===== config.mk =====
export PLATFORM = sky130hd
export DESIGN_NAME = cam_reg_sequencer
export DESIGN_NICKNAME = d
export VERILOG_FILES = /design/src/rtl/cam_reg_sequencer_pkg.sv /design/src/rtl/cam_reg_sequencer_delay_timer.sv /design/src/rtl/cam_reg_sequencer.sv
export SDC_FILE = /design/constraint.sdc
export NUM_CORES = 1
export LEC_CHECK = 0
export BUFFER_PORTS_ARGS = -buffer_cell sky130_fd_sc_hd__clkbuf_2
export CAP_MARGIN = 30
export CORE_UTILIZATION = 35
export DETAILED_ROUTE_END_ITERATION = 8
export PLACE_DENSITY = 0.51
export SYNTH_ARGS = -nofsm -noshare
export SYNTH_HDL_FRONTEND = slang
export SYNTH_SLANG_ARGS = --single-unit

===== constraint.sdc =====
create_clock -name clk -period 4.45 [get_ports clk]
set_clock_uncertainty 0.1 [all_clocks]
set_input_delay 0.2225 -clock clk [delete_from_list [all_inputs] [get_ports clk]]
set_output_delay 0.2225 -clock clk [all_outputs]
set_load 0.02 [all_outputs]

===== src/rtl/cam_reg_sequencer_pkg.sv =====
// ============================================================================
//  Module      : cam_reg_sequencer_pkg
//  Description : Shared state encoding, table marker defaults and LUT entry
//                field helpers for the camera register-init sequencer.
//  Revision    : 1.0 - initial release
// ============================================================================
`default_nettype none

package cam_reg_sequencer_pkg;

    localparam logic [15:0] DEF_END_ADDR   = 16'hFFFF;
    localparam logic [15:0] DEF_DELAY_ADDR = 16'hFFFE;

    typedef enum logic [2:0] {
        ST_IDLE  = 3'd0,
        ST_FETCH = 3'd1,
        ST_WRITE = 3'd2,
        ST_DELAY = 3'd3,
        ST_NEXT  = 3'd4,
        ST_DONE  = 3'd5,
        ST_FAIL  = 3'd6
    } seq_state_e;

    // Entries are {addr, data}; callers truncate the 64-bit result to their width.
    function automatic logic [63:0] entry_addr(input logic [63:0] entry,
                                               input int unsigned data_w);
        return entry >> data_w;
    endfunction

    function automatic logic [63:0] entry_data(input logic [63:0] entry,
                                               input int unsigned data_w);
        return entry & ((64'd1 << data_w) - 64'd1);
    endfunction

endpackage

`default_nettype wire


===== src/rtl/cam_reg_sequencer_delay_timer.sv =====
// ============================================================================
//  Module      : cam_delay_timer
//  Description : Prescaled down-counter; pulses expired after units*TICK_DIV
//                cycles following load (first cycle when units is zero).
//  Revision    : 1.0 - initial release
// ============================================================================
`default_nettype none

module cam_delay_timer #(
    parameter int unsigned TICK_DIV = 50000,
    parameter int unsigned UNITS_W  = 8
) (
    input  logic               clk,
    input  logic               rst_n,
    input  logic               load,
    input  logic [UNITS_W-1:0] units,
    output logic               expired
);

    localparam int unsigned      PRE_W    = (TICK_DIV > 1) ? $clog2(TICK_DIV) : 1;
    localparam logic [PRE_W-1:0] PRE_LAST = PRE_W'(TICK_DIV - 1);

    logic [PRE_W-1:0]   pre_q, pre_d;
    logic [UNITS_W-1:0] units_q, units_d;
    logic               active_q, active_d;
    logic               expired_w;

    always_comb begin
        expired_w = active_q && ((units_q == '0) ||
                                 ((units_q == UNITS_W'(1)) && (pre_q == PRE_LAST)));
        pre_d     = pre_q;
        units_d   = units_q;
        active_d  = active_q;
        if (load) begin
            pre_d    = '0;
            units_d  = units;
            active_d = 1'b1;
        end else if (expired_w) begin
            pre_d    = '0;
            units_d  = '0;
            active_d = 1'b0;
        end else if (active_q) begin
            if (pre_q == PRE_LAST) begin
                pre_d   = '0;
                units_d = units_q - 1'b1;
            end else begin
                pre_d = pre_q + 1'b1;
            end
        end
    end

    always_ff @(posedge clk or negedge rst_n) begin
        if (!rst_n) begin
            pre_q    <= '0;
            units_q  <= '0;
            active_q <= 1'b0;
        end else begin
            pre_q    <= pre_d;
            units_q  <= units_d;
            active_q <= active_d;
        end
    end

    assign expired = expired_w;

endmodule

`default_nettype wire


===== src/rtl/cam_reg_sequencer.sv =====
// ============================================================================
//  Module      : cam_reg_sequencer
//  Description : Walks a register-init LUT and issues one SCCB write per entry,
//                with delay entries, per-entry retry and done/error status.
//  Revision    : 1.0 - initial release
// ============================================================================
`default_nettype none

module cam_reg_sequencer
    import cam_reg_sequencer_pkg::*;
#(
    parameter int unsigned       ADDR_W     = 16,
    parameter int unsigned       DATA_W     = 8,
    parameter int unsigned       INDEX_W    = 10,
    parameter logic [ADDR_W-1:0] END_ADDR   = ADDR_W'(DEF_END_ADDR),
    parameter logic [ADDR_W-1:0] DELAY_ADDR = ADDR_W'(DEF_DELAY_ADDR),
    parameter int unsigned       TICK_DIV   = 50000,
    parameter int unsigned       MAX_RETRY  = 3
) (
    input  logic                     clk,
    input  logic                     rst_n,
    input  logic                     start,
    output logic [INDEX_W-1:0]       lut_index,
    input  logic [ADDR_W+DATA_W-1:0] lut_data,
    output logic                     wr_req,
    output logic [ADDR_W-1:0]        wr_addr,
    output logic [DATA_W-1:0]        wr_data,
    input  logic                     wr_ack,
    input  logic                     wr_err,
    output logic                     busy,
    output logic                     done,
    output logic                     error,
    output logic [INDEX_W-1:0]       err_index
);

    localparam int unsigned RETRY_W = $clog2(MAX_RETRY + 1);

    seq_state_e          state_q, state_d;
    logic [INDEX_W-1:0]  lut_index_q, lut_index_d;
    logic [ADDR_W-1:0]   entry_addr_q, entry_addr_d;
    logic [DATA_W-1:0]   entry_data_q, entry_data_d;
    logic                wr_req_q, wr_req_d;
    logic [RETRY_W-1:0]  retry_q, retry_d;
    logic                busy_q, busy_d;
    logic                done_q, done_d;
    logic                error_q, error_d;
    logic [INDEX_W-1:0]  err_index_q, err_index_d;

    logic [ADDR_W-1:0]   fetch_addr_w;
    logic [DATA_W-1:0]   fetch_data_w;
    logic [RETRY_W-1:0]  retry_inc_w;
    logic                timer_load_w;
    logic                timer_expired_w;

    assign fetch_addr_w = ADDR_W'(entry_addr(64'(lut_data), DATA_W));
    assign fetch_data_w = DATA_W'(entry_data(64'(lut_data), DATA_W));
    assign retry_inc_w  = retry_q + 1'b1;

    cam_delay_timer #(
        .TICK_DIV (TICK_DIV),
        .UNITS_W  (DATA_W)
    ) u_delay_timer (
        .clk     (clk),
        .rst_n   (rst_n),
        .load    (timer_load_w),
        .units   (fetch_data_w),
        .expired (timer_expired_w)
    );

    always_comb begin
        state_d      = state_q;
        lut_index_d  = lut_index_q;
        entry_addr_d = entry_addr_q;
        entry_data_d = entry_data_q;
        wr_req_d     = wr_req_q;
        retry_d      = retry_q;
        busy_d       = busy_q;
        done_d       = done_q;
        error_d      = error_q;
        err_index_d  = err_index_q;
        timer_load_w = 1'b0;

        case (state_q)
            ST_IDLE: begin
                if (start) begin
                    lut_index_d = '0;
                    retry_d     = '0;
                    done_d      = 1'b0;
                    error_d     = 1'b0;
                    busy_d      = 1'b1;
                    state_d     = ST_FETCH;
                end
            end
            ST_FETCH: begin
                entry_addr_d = fetch_addr_w;
                entry_data_d = fetch_data_w;
                if (fetch_addr_w == END_ADDR) begin
                    done_d  = 1'b1;
                    busy_d  = 1'b0;
                    state_d = ST_DONE;
                end else if (fetch_addr_w == DELAY_ADDR) begin
                    timer_load_w = 1'b1;
                    state_d      = ST_DELAY;
                end else begin
                    wr_req_d = 1'b1;
                    state_d  = ST_WRITE;
                end
            end
            ST_WRITE: begin
                // wr_req low while in WRITE is the idle gap before a retry.
                if (!wr_req_q) begin
                    wr_req_d = 1'b1;
                end else if (wr_err) begin
                    wr_req_d = 1'b0;
                    if (retry_inc_w == RETRY_W'(MAX_RETRY)) begin
                        retry_d     = '0;
                        error_d     = 1'b1;
                        err_index_d = lut_index_q;
                        busy_d      = 1'b0;
                        state_d     = ST_FAIL;
                    end else begin
                        retry_d = retry_inc_w;
                    end
                end else if (wr_ack) begin
                    wr_req_d = 1'b0;
                    retry_d  = '0;
                    state_d  = ST_NEXT;
                end
            end
            ST_DELAY: begin
                if (timer_expired_w) begin
                    state_d = ST_NEXT;
                end
            end
            ST_NEXT: begin
                if (lut_index_q == '1) begin
                    done_d  = 1'b1;
                    busy_d  = 1'b0;
                    state_d = ST_DONE;
                end else begin
                    lut_index_d = lut_index_q + 1'b1;
                    state_d     = ST_FETCH;
                end
            end
            ST_DONE, ST_FAIL: begin
                state_d = ST_IDLE;
            end
            default: begin
                state_d = ST_IDLE;
            end
        endcase
    end

    always_ff @(posedge clk or negedge rst_n) begin
        if (!rst_n) begin
            state_q      <= ST_IDLE;
            lut_index_q  <= '0;
            entry_addr_q <= '0;
            entry_data_q <= '0;
            wr_req_q     <= 1'b0;
            retry_q      <= '0;
            busy_q       <= 1'b0;
            done_q       <= 1'b0;
            error_q      <= 1'b0;
            err_index_q  <= '0;
        end else begin
            state_q      <= state_d;
            lut_index_q  <= lut_index_d;
            entry_addr_q <= entry_addr_d;
            entry_data_q <= entry_data_d;
            wr_req_q     <= wr_req_d;
            retry_q      <= retry_d;
            busy_q       <= busy_d;
            done_q       <= done_d;
            error_q      <= error_d;
            err_index_q  <= err_index_d;
        end
    end

    assign lut_index = lut_index_q;
    assign wr_req    = wr_req_q;
    assign wr_addr   = entry_addr_q;
    assign wr_data   = entry_data_q;
    assign busy      = busy_q;
    assign done      = done_q;
    assign error     = error_q;
    assign err_index = err_index_q;

endmodule

`default_nettype wire


==> summary by stage, run 1 <==
Timing
The count of final hold-check violations was 0. The number of max-slew violations in the final report is 0. For the pin with the worst max-slew slack, the measured transition is just over 1 ns. The period utilization is 56.2%.

The total of endpoints with negative setup slack in the final report is 0. The worst slew margin relative to its limit is approximately a third. Timing would allow up to between 400 and 500 MHz. The clock period minus final worst setup slack is roughly 2.5 ns. Adding up every negative setup slack in the final design gives 0 ns.

Setup repair after global routing left no endpoint under its margin.

Detailed routing
Before antenna repair, the detailed router went through 4 iterations. In this run, the number of DRC markers left after iteration 0 of detailed routing was around 140. The total number of vias is about 3200. The DRC violations left is 0. For this block, the routed nets add up to about 9.3 mm of wire. The per-cell routed wire length is around 15 um. The count of nets left with antenna violations once routing finished came out at 0. Using the TritonRoute via totals, the vias-per-cell ratio works out to 5.28.

Logic synthesis
The most common flop cell mapped by yosys is dfrtp_1. The post-synthesis cell count is 367. The share of synthesized area occupied by flip-flops and latches is between 40% and 50%. The Yosys warning count is 0. The number of enable flip-flop cells after synthesis is 0. In this run, distinct cell masters in the synthesized netlist total just under 60.

Counting flops with an async set or reset pin after synthesis yields a share of 100%. The total nets after synthesis is 400. The number of flip-flops and latches in the synthesized netlist is 78.

The synthesized area per cell is around 11 um2. The cell area after technology mapping is 3930 um2.

Global route
The first global-routing pass estimated roughly 16 mm of wire. Summed over all layers, the global routing overflow is 0. The via count of the first global-routing pass is approximately 3200.

The initial antenna violation count was 0. The largest net degree at the start of global routing is 42. The global-route usage over all layers is between 15 and 20%.

Worst setup path
Along the worst path, the maximum fanout reaches 12. The worst setup path category is input pin to flip-flop. The startpoint class of the critical path is an input pin. The endpoint type of the worst setup path is a flip-flop. The data arrival time of the critical path is 2.62 ns. STA puts the critical path data required time at between 4 and 5 ns.

The number of cell instances on the worst register-to-register path is 5.

Placed design
The sum of net half-perimeters after detailed placement is about 6.3 mm. The number of port buffers is 76. The final weighted congestion in routability-driven placement is 0.780.

The total instance count after detailed placement is 570.

CTS
The number of clock buffers inserted by TritonCTS is 9. The clock transition at the register clock pins on the worst setup and hold paths after CTS is ~0.08 ns. The CTS tree is built. The number of buffers on the longest clock path is 2. Clock tree synthesis selected as its root buffer the cell clkbuf_8.

For this design, the sink count on the clock tree is 78. At the later pin of the worst-skew pair, clock insertion delay measures approximately 0.36 ns. The level count of the clock H-tree is 3.

Cells and area
The top cell types in the final layout, fill and taps aside, are 78 x dfrtp_1, 75 x clkbuf_2, 34 x mux2_2. After filler insertion, the fill cell instance count of the layout stands at around 1100. The net count of the finished layout is about 490. The area growth from synthesis to layout is 23.1%. The fraction of layout cells with a size suffix above 1 is slightly below 30%. Leaving out fill and tap cells, the most frequent cell in the layout is dfrtp_1. The final non-filler cell total is ~610. 0 antenna diodes ended up in the layout.

Power and ir drop
The power per standard cell area is just under 300 nW/um2. The static leakage is roughly 0.0022 uW. VDD sags by at most approximately 0.00015 V.

Status
The flow ran to the end, and the final reports show no timing, DRC or antenna violations.

Hold path
The worst hold path was traced through 2 stages. The path class of the tightest hold or removal check is input pin to flip-flop.

Floorplanning
For this configuration, the core starts out at a cell density of a little over a third. The die outline width is 108 um. In this run the vertical extent of the chip is 108 um.

The core region is about 11000 um2. The floorplan die area is 11600 um2. The I/O pin count is between 70 and 80. The number of standard-cell rows in the floorplan is 38.

Job
Max-cap violations in this run came to 0.
-- repair_timing --
item	4_1_cts	5_1_grt
setup buffers	0	0
resized for setup	0	0
endpoints found under the setup margin	0	0
hold endpoints to repair	59	0
hold buffers	20	0
-- final cells by class --
class	count	area, um2	area share, %
Sequential cell	78	1950	40.4
Multi-Input combinational cell	264	1860	38.4
Timing Repair Buffer	98	611	12.6
Tap cell	140	175	3.62
Clock buffer	13	159	3.29
Clock inverter	3	42.5	0.880
Inverter	10	37.5	0.776
-- metrics by stage --
stage | hold slack (ns) | power (uW) | utilization (%) | worst slack (ns) | instance area, um2
floorplan | -0.173 | 793 | - | 2.32 | 3930
global placement | 0.357 | 842 | 40.5 | 2.05 | 4410
detailed placement | 0.135 | 846 | 40.7 | 2.00 | 4430
CTS | 0.00277 | 1430 | 44.4 | 1.92 | 4830
global route | 0.0201 | 1460 | 44.4 | 1.71 | 4830
finish | 0.0205 | 1400 | 44.4 | 1.95 | 4830
-- where the power goes --
group	switching [uW]	internal, uW
Sequential	13.4	725
Combinational	58.9	46.4
Clock	268	290
Total	340	1060
-- critical path, stage by stage --
cell and delay (ns):
dlygate4sd3_1 0.56, clkbuf_2 0.12, nand4_1 0.14, nor4_4 0.63
nand2_1 0.38, nand2_1 0.48, a21oi_1 0.09
-- flip-flops by register name, summed over array words and instances (netlist names) --
signal and count:
busy 1, done 1, err_index 10, error 1
lut_index 10, retry_q 2, state_q 3, u_delay_timer.active_q 1
u_delay_timer.pre_q 16, u_delay_timer.units_q 8, wr_addr 16, wr_data 8
wr_req 1
-- kinds of logic after synthesis --
group | count (synthesis) | share of synthesized area (%)
AND/OR/NAND/NOR | 139 | 20.7
buffers and inverters | 25 | 2.99
flip-flops | 78 | 49.7
adder cells (fa/ha/maj) | 4 | 1.27
AO/OA/AOI/OAI | 74 | 12.5
multiplexers | 40 | 11.3
XOR/XNOR | 7 | 1.56
-- synth_stat cells, types with 2 or more instances --
| library cell | n | area (um2) |
|---|---|---|
| a21oi_1 | 18 | 90.1 |
| nor2b_1 | 3 | 18.8 |
| nor4_4 | 2 | 42.5 |
| nand2_1 | 29 | 109 |
| a211oi_1 | 3 | 22.5 |
| buf_6 | 3 | 33.8 |
| a21boi_0 | 2 | 15.0 |
| o31ai_1 | 5 | 37.5 |
| mux2_2 | 34 | 383 |
| nand2b_1 | 5 | 31.3 |
| a31oi_1 | 9 | 56.3 |
| o21ai_0 | 13 | 65.1 |
| clkbuf_1 | 11 | 41.3 |
| nor4_1 | 2 | 12.5 |
| dfrtp_1 | 78 | 1950 |
| and3_1 | 4 | 25.0 |
| xnor2_1 | 3 | 26.3 |
| nand4_1 | 11 | 68.8 |
| or2_2 | 2 | 12.5 |
| o21ai_1 | 2 | 10.0 |
| nor3_1 | 8 | 40.0 |
| or3_1 | 2 | 12.5 |
| o211ai_1 | 6 | 45.0 |
| nand3b_1 | 3 | 22.5 |
| inv_1 | 10 | 37.5 |
| and2_1 | 4 | 25.0 |
| nand3_1 | 15 | 75.1 |
| or2b_1 | 2 | 15.0 |
| mux2i_1 | 6 | 60.1 |
| nor3b_1 | 3 | 22.5 |
| xor2_1 | 4 | 35.0 |
| a22o_1 | 4 | 35.0 |
| nor2_1 | 24 | 90.1 |
| or4_1 | 7 | 52.6 |
| nand4b_1 | 3 | 26.3 |
| a2111oi_0 | 2 | 17.5 |
| ha_1 | 4 | 50.1 |
-- path summary, 6_finish.rpt --
kind	to	slack [ns]	startpoint
setup reg to reg	state_q[2]	1.99	u_delay_timer.pre_q[7]
hold reg to reg	error	0.38	error
hold / removal	wr_addr[14]	0.02	lut_data[22]
min in group asynchronous	wr_data[4]	0.26	rst_n
setup / recovery	u_delay_timer.pre_q[9]	1.95	lut_data[11]
max in group asynchronous	lut_index[4]	3.39	rst_n
-- routing by layer --
| metal | share of wire, % | global-route usage [%] |
|---|---|---|
| met5 | 0 | 0 |
| met4 | 1.7 | 8.71 |
| met3 | 2.5 | 3.19 |
| met2 | 49 | 28.4 |
| met1 | 46 | 23.0 |
No activity file was read; power rests on OpenSTA's default activity.
==> inputs of run 2 (changes only) <==
- clock period: 4.45 -> 2.5 ns (I/O delays scaled with it)
==> run 2 against run 1 <==
  * Non-clock buffer count is 20 higher
  * Routed wire length is 2.0% higher
  * First-iteration DRC count is 14% lower
  * Clock-buffer cell count stayed put
  * Die area stayed put
  * Global-route usage is 0.20 points higher
  * Critical path depth is 2 lower
  * Highest routed layer unchanged
==> summary by stage, run 2 (synthesis gave the netlist of run 1 again) <==
Detailed routing
The first-pass iteration count of the detailed router is 4 (unchanged). The per-cell routed wire length came to 15.2 um (-1.3%). The total number of vias is 3265 (+2.1%). The total wire length was 9.52 mm (+2.0%). The initial DRC count is 117 (-14%). The number of antenna-violating nets in the routed design is 0 (unchanged). The DRC violations left came to 0 (unchanged). The number of vias per cell is 5.22 (-1.2%).

CTS
The level count of the clock H-tree is 3 (unchanged). The insertion delay of the later-clocked pin in the worst-skew pair came to 0.37 ns (about the same). The number of setup buffers added after CTS is 0 (unchanged). TritonCTS built the clock tree.

The number of clock buffers inserted by TritonCTS came to 9 (unchanged). The clock sink total is 78 (unchanged). The buffer type at the clock tree root is clkbuf_8.

The clock transition at the register clock pins on the worst setup and hold paths after CTS is 0.08 ns (about the same). The number of buffers on the longest clock path is 2 (unchanged).

Cells and area
The top cell types in the final layout, fill and taps aside, are 78 x dfrtp_1, 75 x clkbuf_2, 34 x mux2_2. The final net count is 514 (+4.0%). The most common library cell in the layout ignoring fill and taps is dfrtp_1. The antenna cell count is 0 (unchanged).

The fraction of layout cells with a size suffix above 1 is 31.7% (+2.1 points). Compared with the post-synthesis result, the final layout area differs by 28.4%.

Timing
Of the available clock period, the critical path in the final layout requires a little over nine tenths. The pin slew with the least headroom to its limit came to 0.678 ns (-0.331 ns). The accumulated negative setup slack is 0 ns (unchanged).

The worst path in the final design needs a cycle of between 2 and 2.5 ns, including I/O delays and setup. The worst slew margin relative to its limit is 53.6% (+21 points). The number of max-slew violations in the final report was 0 (unchanged). Timing would allow up to around 420 MHz. The worst slack on hold paths is 0.0550 ns (+0.0345 ns). The total of endpoints with negative setup slack in the final report is 0 (unchanged). The count of final hold-check violations is 0 (unchanged).

Setup repair after global routing left no endpoint under its margin. The least setup slack across all paths after layout is 0.139 ns (-1.81 ns).

Power and ir drop
The internal power consumption is 2100 uW (+98%). The part of the total power dissipated in sequential elements was 48.7% (-4.0 points). The power per standard cell area is 536 nW/um2 (+85%).

The combinational share of power is 7.1% (-0.4 points). The fraction of power spent switching nets is 22.3% (-1.9 points). The worst voltage drop across the vdd grid came to 0.000295 V (+100%). The switching power of the nets came to 604 uW (+77%).

The static leakage is 0.00230 uW (+5.5%). The clock group share of total power was 44.2% (+4.4 points).

Floorplanning
The floorplan die area was 11600 um2 (unchanged). The die outline width came to 108 um (unchanged). The I/O pin count is 77 (unchanged). The number of standard-cell rows in the floorplan is 38 (unchanged). The initial core utilization is 36.1% (unchanged). The area of the core was 10900 um2 (unchanged). The floorplan die height is 108 um (unchanged).

Worst setup path
By startpoint and endpoint, the worst setup path is classified as flip-flop to flip-flop. The critical path required time is 2.71 ns (-1.87 ns). The worst setup path is launched from a flip-flop. STA classifies the critical path endpoint as a flip-flop. The largest fanout on the critical path was 8 (-4). The data arrival time of the critical path was 2.57 ns (-0.05 ns).

Status
The flow ran to the end, and the final reports show no timing, DRC or antenna violations.

Placed design
The pre-CTS worst setup slack came to 0.160 ns (-1.84 ns). The number of port buffers is 76 (unchanged). The final weighted congestion in routability-driven placement is 0.798 (+2.3%). The sum of net half-perimeters after detailed placement is 6.54 mm (+3.6%).

Global route
The sum of overflow across all layers after global routing is 0 (unchanged). The wire length of the first global-routing pass came to 16.0 mm (+1.7%). The via count of the first global-routing pass is 3217 (+2.0%). The global-route usage over all layers is 17.9% (+0.20 points). The largest net degree at the start of global routing is 45 (+7.1%).

The initial antenna violation count came to 0 (unchanged).

Job
The number of max-cap violations is 0 (unchanged).

Hold path
The path class of the lowest-slack min-delay path is input pin to flip-flop.
run 2: worst paths after layout:
path	start	end	slack [ns]	cells after the start
max in group asynchronous	rst_n	wr_addr[7]	1.49	3
worst min-delay path	wr_ack	state_q[1]	0.06	4
worst max-delay path	u_delay_timer.pre_q[7]	state_q[2]	0.14	5
worst max register to register	u_delay_timer.pre_q[7]	state_q[2]	0.14	5
worst min register to register	err_index[3]	err_index[3]	0.39	2
min in group asynchronous	rst_n	u_delay_timer.units_q[3]	0.20	2
run 2: cell type report:
cell class,instances,area (um2)
clock buffers,13,159
multi-input cells,264,1860
repair buffers,118,771
well taps,140,175
flip-flops and latches,78,1950
clock inverters,3,90.1
fillers,1047,5850
inverters,10,37.5
run 2: through the flow:
stage,power (uW),utilization (%),std cells,area (um2)
after floorplan,1410,-,367,3930
after global placement,1500,41.8,586,4550
after detailed placement,1510,41.8,586,4550
after CTS,2740,46.3,626,5040
after global routing,2800,46.3,626,5040
final,2700,46.3,626,5040
run 2: worst max-delay path: stages (launching register included):
cell	delay [ns]
dfrtp_1	0.43
or4b_1	0.59
o41ai_1	0.38
nand4b_1	0.38
a21boi_0	0.29
o21a_1	0.13
run 2: what timing repair did:
| action | in CTS | in global routing |
|---|---|---|
| hold buffers | 24 | 0 |
| resized for setup | 0 | 0 |
| endpoints found under the hold margin | 73 | 0 |
run 2: power by group through the flow:
stage	registers, uW	logic (uW)	clock network (uW)
finish	1310	193	1190
global route	1320	214	1270
CTS	1310	197	1220
detailed placement	1340	167	0
global placement	1340	166	0
floorplan	1360	49.8	0
run 2: metal layers:
layer | GRT usage [%] | up-vias | part of all wire [%]
met2 | 28.5 | 57 | 48
li1 | - | 1589 | -
met4 | 8.61 | 0 | 2.2
met5 | 0 | - | 0
met1 | 23.5 | 1604 | 48
met3 | 3.19 | 15 | 2.5
==> inputs of run 3 (changes only) <==
- ABC_AREA: unset -> 1
- PLACE_DENSITY: 0.51 -> 0.5
==> run 3 against run 2 <==
  * The flow now finishes with violations (design-rule violations)
  * Area after synthesis up 6.3%
  * Via count up 18%
  * Cell count increased by 30%
  * Clock power increased by 8%
  * Fmax grew 16%
  * Design area increased by 3.8%
  * Register-to-register slack gained 0.32 ns
  * Critical path depth up 5
  * Critical endpoint is now state_q[1]
==> summary by stage, run 3 <==
Status
The run finished, with violations left. The checks that failed: design-rule violations.

Worst setup path
Traced cell by cell, the critical path runs through ha_1 -> nand3_1 -> nor2_1 -> nand3_1 -> nand2_1 -> nand2_1 -> nand2_1 -> nand2_1 -> nor2_1 -> nor2_1. The startpoint class of the critical path is a flip-flop. The data arrival time of the critical path is 2.18 ns (-0.39 ns). The worst setup path is captured at a flip-flop. The largest fanout on the critical path came to 15 (+7). The critical path required time was 2.63 ns (-0.08 ns). The worst-path cell with the longest stage delay is dfrtp_1.

The most numerous cell on the critical path is nand2_1. Broken down by cell family, the worst path's largest delay share belongs to simple AND/OR/NAND/NOR gates. The delay of the slowest critical-path stage came to 0.44 ns (-0.15 ns). The count of buffer and inverter cells on the critical path came to 0 (unchanged). The worst setup path category is flip-flop to flip-flop.

Floorplanning
The die outline width came to 111 um (+3.0%). The I/O pin count is 77 (unchanged). The floorplan die height is 111 um (+3.0%). The number of standard-cell rows in the floorplan is 39 (+2.6%). The area of the core is 11500 um2 (+5.8%). The floorplan die area is 12400 um2 (+6.2%). The initial core utilization was 36.2% (+0.17 points).

Power and ir drop
The power per standard cell area is 901 nW/um2 (+68%). The internal power consumption is 2910 uW (+39%). The worst voltage drop across the vdd grid is 0.000656 V (+120%). The combinational share of power was 35.3% (+28 points).

The switching power of the nets is 1810 uW (+200%). The clock group share of total power was 27.2% (-17 points). The fraction of power spent switching nets was 38.3% (+16 points). The static leakage was 0.00278 uW (+21%). The part of the total power dissipated in sequential elements is 37.4% (-11 points).

Logic synthesis
The combinational family with the most area after synthesis is simple AND/OR/NAND/NOR gates. The synthesized area per cell was 7.40 um2 (-31%). The fraction of synthesized area in multiplexers came to 0% (-11 points).

The synthesized-area fraction occupied by adder cells came to 1.20% (-0.075 points). By instance count, the leading cell after synthesis is nand2_1. The share of synthesized cell area in and, or, nand and nor gates is 35.4% (+15 points). The total nets after synthesis was 597 (+49%). The post-synthesis async set-or-reset flop share is 100% (unchanged). The post-synthesis cell type with the largest combined area is dfrtp_1. The most common flop cell mapped by yosys is dfrtp_1. The fraction of the mapped netlist area in compound gates was 6.89% (-5.6 points).

Yosys attributes the largest share of cell area to dfrtp_1 47%, nand2_1 20%, inv_1 5.3%, nor2_1 5.0%, nand3_1 4.6%. The Yosys warning count was 0 (unchanged). The area share of the leading cell type in the synthesized netlist is 46.8% (-2.9 points).

The number of enable flip-flop cells after synthesis is 0 (unchanged). The cell area after technology mapping came to 4170 um2 (+6.3%). After synthesis, the most frequently instantiated cells are 217 x nand2_1, 78 x dfrtp_1, 59 x inv_1. The post-synthesis cell count is 564 (+54%). The area share of xor/xnor cells in the synthesized design was 2.10% (+0.54 points). The share of synthesized area occupied by flip-flops and latches is 46.8% (-2.9 points). The count of unique library cells instantiated by Yosys is 34 (-41%). The number of flip-flops and latches in the synthesized netlist is 78 (unchanged).

Detailed routing
The total wire length came to 10.3 mm (+8.6%). The number of antenna-violating nets in the routed design came to 0 (unchanged). The first-pass iteration count of the detailed router came to 7 (+3).

The per-cell routed wire length came to 12.7 um (-17%). The total number of vias is 3849 (+18%). The number of vias per cell is 4.72 (-9.6%). The DRC violations left is 10 (+10). The initial DRC count is 222 (+90%).

CTS
The level count of the clock H-tree came to 3 (unchanged). The total of hold buffers inserted after clock tree synthesis is 25 (+4.2%). The number of setup buffers added after CTS is 0 (unchanged). The buffer type at the clock tree root is clkbuf_16. The clock transition at the register clock pins on the worst setup and hold paths after CTS is 0.06 ns (-0.02 ns).

The insertion delay of the later-clocked pin in the worst-skew pair came to 0.34 ns (-0.03 ns). The number of clock buffers inserted by TritonCTS is 9 (unchanged). The CTS tree is built. The clock sink total was 78 (unchanged). The number of buffers on the longest clock path is 2 (unchanged). The total of cells resized after clock tree synthesis is 0 (unchanged).

Cells and area
In the layout the commonest cells are 217 x nand2_1, 78 x dfrtp_1, 75 x clkbuf_2. The fraction of layout cells with a size suffix above 1 is 17.8% (-14 points). The final net count is 702 (+37%). The antenna cell count is 0 (unchanged). Leaving out fill and tap cells, the most frequent cell in the layout is nand2_1.

The area growth from synthesis to layout is 25.4%. The final non-filler cell total is 816 (+30%). The filler cell count was 1150 (+9.8%).

The area used by multi-input combinational logic is 1900 um2 (+2.4%). The area of all sequential standard cells is 1950 um2 (unchanged).

Global route
The global-route usage over all layers was 18.3% (+0.37 points). The initial antenna violation count is 0 (unchanged). The sum of overflow across all layers after global routing is 0 (unchanged). The wire length of the first global-routing pass was 17.9 mm (+12%). The largest net degree at the start of global routing came to 45 (unchanged). The via count of the first global-routing pass came to 3700 (+15%).

Timing
The clock period minus final worst setup slack is 2.04 ns (-0.319 ns). The pin slew with the least headroom to its limit is 0.618 ns (-0.0599 ns). The worst slack on hold paths was 0.0281 ns (-0.0269 ns).

The accumulated negative setup slack is 0 ns (unchanged). The period utilization is 81.7% (-13 points). Setup repair after global routing left no endpoint under its margin.

The count of final hold-check violations came to 0 (unchanged). The highest achievable clock rate is 490 MHz (+16%). The total of endpoints with negative setup slack in the final report came to 0 (unchanged). The number of max-slew violations in the final report came to 0 (unchanged). The worst slew margin relative to its limit is 58.8% (+5.2 points).

Hold path
In this run the worst hold path is classified as input pin to flip-flop.

Placed design
The final weighted congestion in routability-driven placement is 0.898 (+13%). The sum of net half-perimeters after detailed placement is 7.33 mm (+12%). The number of port buffers is 76 (unchanged). The total instance count after detailed placement is 776 (+32%).

Job
The number of max-cap violations is 0 (unchanged).
-- run 3: cell types whose count changed after synthesis, moves of 11 or more --
| cell | change |
|---|---|
| mux2_2 | -34 |
| nor2_1 | +32 |
| nand2_1 | +188 |
| nand3_1 | +23 |
| a21oi_1 | -11 |
| inv_1 | +49 |
-- run 3: final cells by class --
class	instances	area share, %
Sequential cell	78	37.3
Multi-Input combinational cell	411	36.3
Timing Repair Buffer	106	13.0
Clock buffer	14	4.85
Inverter	63	4.52
Tap cell	143	3.42
Clock inverter	1	0.573
-- run 3: logic make-up after synthesis --
family | Yosys count
adder cells (fa/ha/maj) | 4
AO/OA/AOI/OAI | 46
XOR/XNOR | 10
AND/OR/NAND/NOR | 351
flip-flops | 78
buffers and inverters | 75
-- run 3: worst reg2reg max path, delay by kind of cell (launching register included) --
kind / cells / cell delay (ns)
flops: 1 / 0.44
fa+ha+maj: 1 / 0.24
simple gates: 9 / 1.15
-- run 3: worst paths after layout --
path                                           to  cells past startpoint                   start  slack (ns)
setup / recovery                       state_q[1]                     10  u_delay_timer.pre_q[0]        0.46
hold / removal                         retry_q[1]                      3                  wr_err        0.03
setup reg to reg                       state_q[1]                     10  u_delay_timer.pre_q[0]        0.46
hold reg to reg                              busy                      2                    busy        0.37
max in group asynchronous            lut_index[2]                      3                   rst_n        1.43
min in group asynchronous  u_delay_timer.pre_q[8]                      2                   rst_n        0.25
-- run 3: routing by layer --
metal	routed length, um	track usage (%)	vias to the layer above
met4	150	6.04	0
met2	4590	28.5	101
met5	0	0	-
met3	537	5.52	11
met1	5060	24.1	1752
li1	-	-	1985
-- run 3: per-stage QoR --
stage          util [%]  cell area, um2  power, uW  setup slack [ns]
6_report           45.5            5240       4720             0.458
5_1_grt            45.5            5240       5060             0.187
4_1_cts            45.5            5240       4800             0.445
3_5_place_dp       40.8            4700       3440             0.463
3_3_place_gp       40.8            4700       3420             0.440
2_1_floorplan         -            4170       2900             0.722
-- run 3: power by group through the flow --
| stage | sequential (uW) | combinational (uW) | clock [uW] |
|---|---|---|---|
| after global placement | 1780 | 1640 | 0 |
| final | 1760 | 1670 | 1280 |
| after global routing | 1810 | 1860 | 1390 |
| after CTS | 1770 | 1690 | 1350 |
| after detailed placement | 1780 | 1660 | 0 |
| after floorplan | 2100 | 798 | 0 |
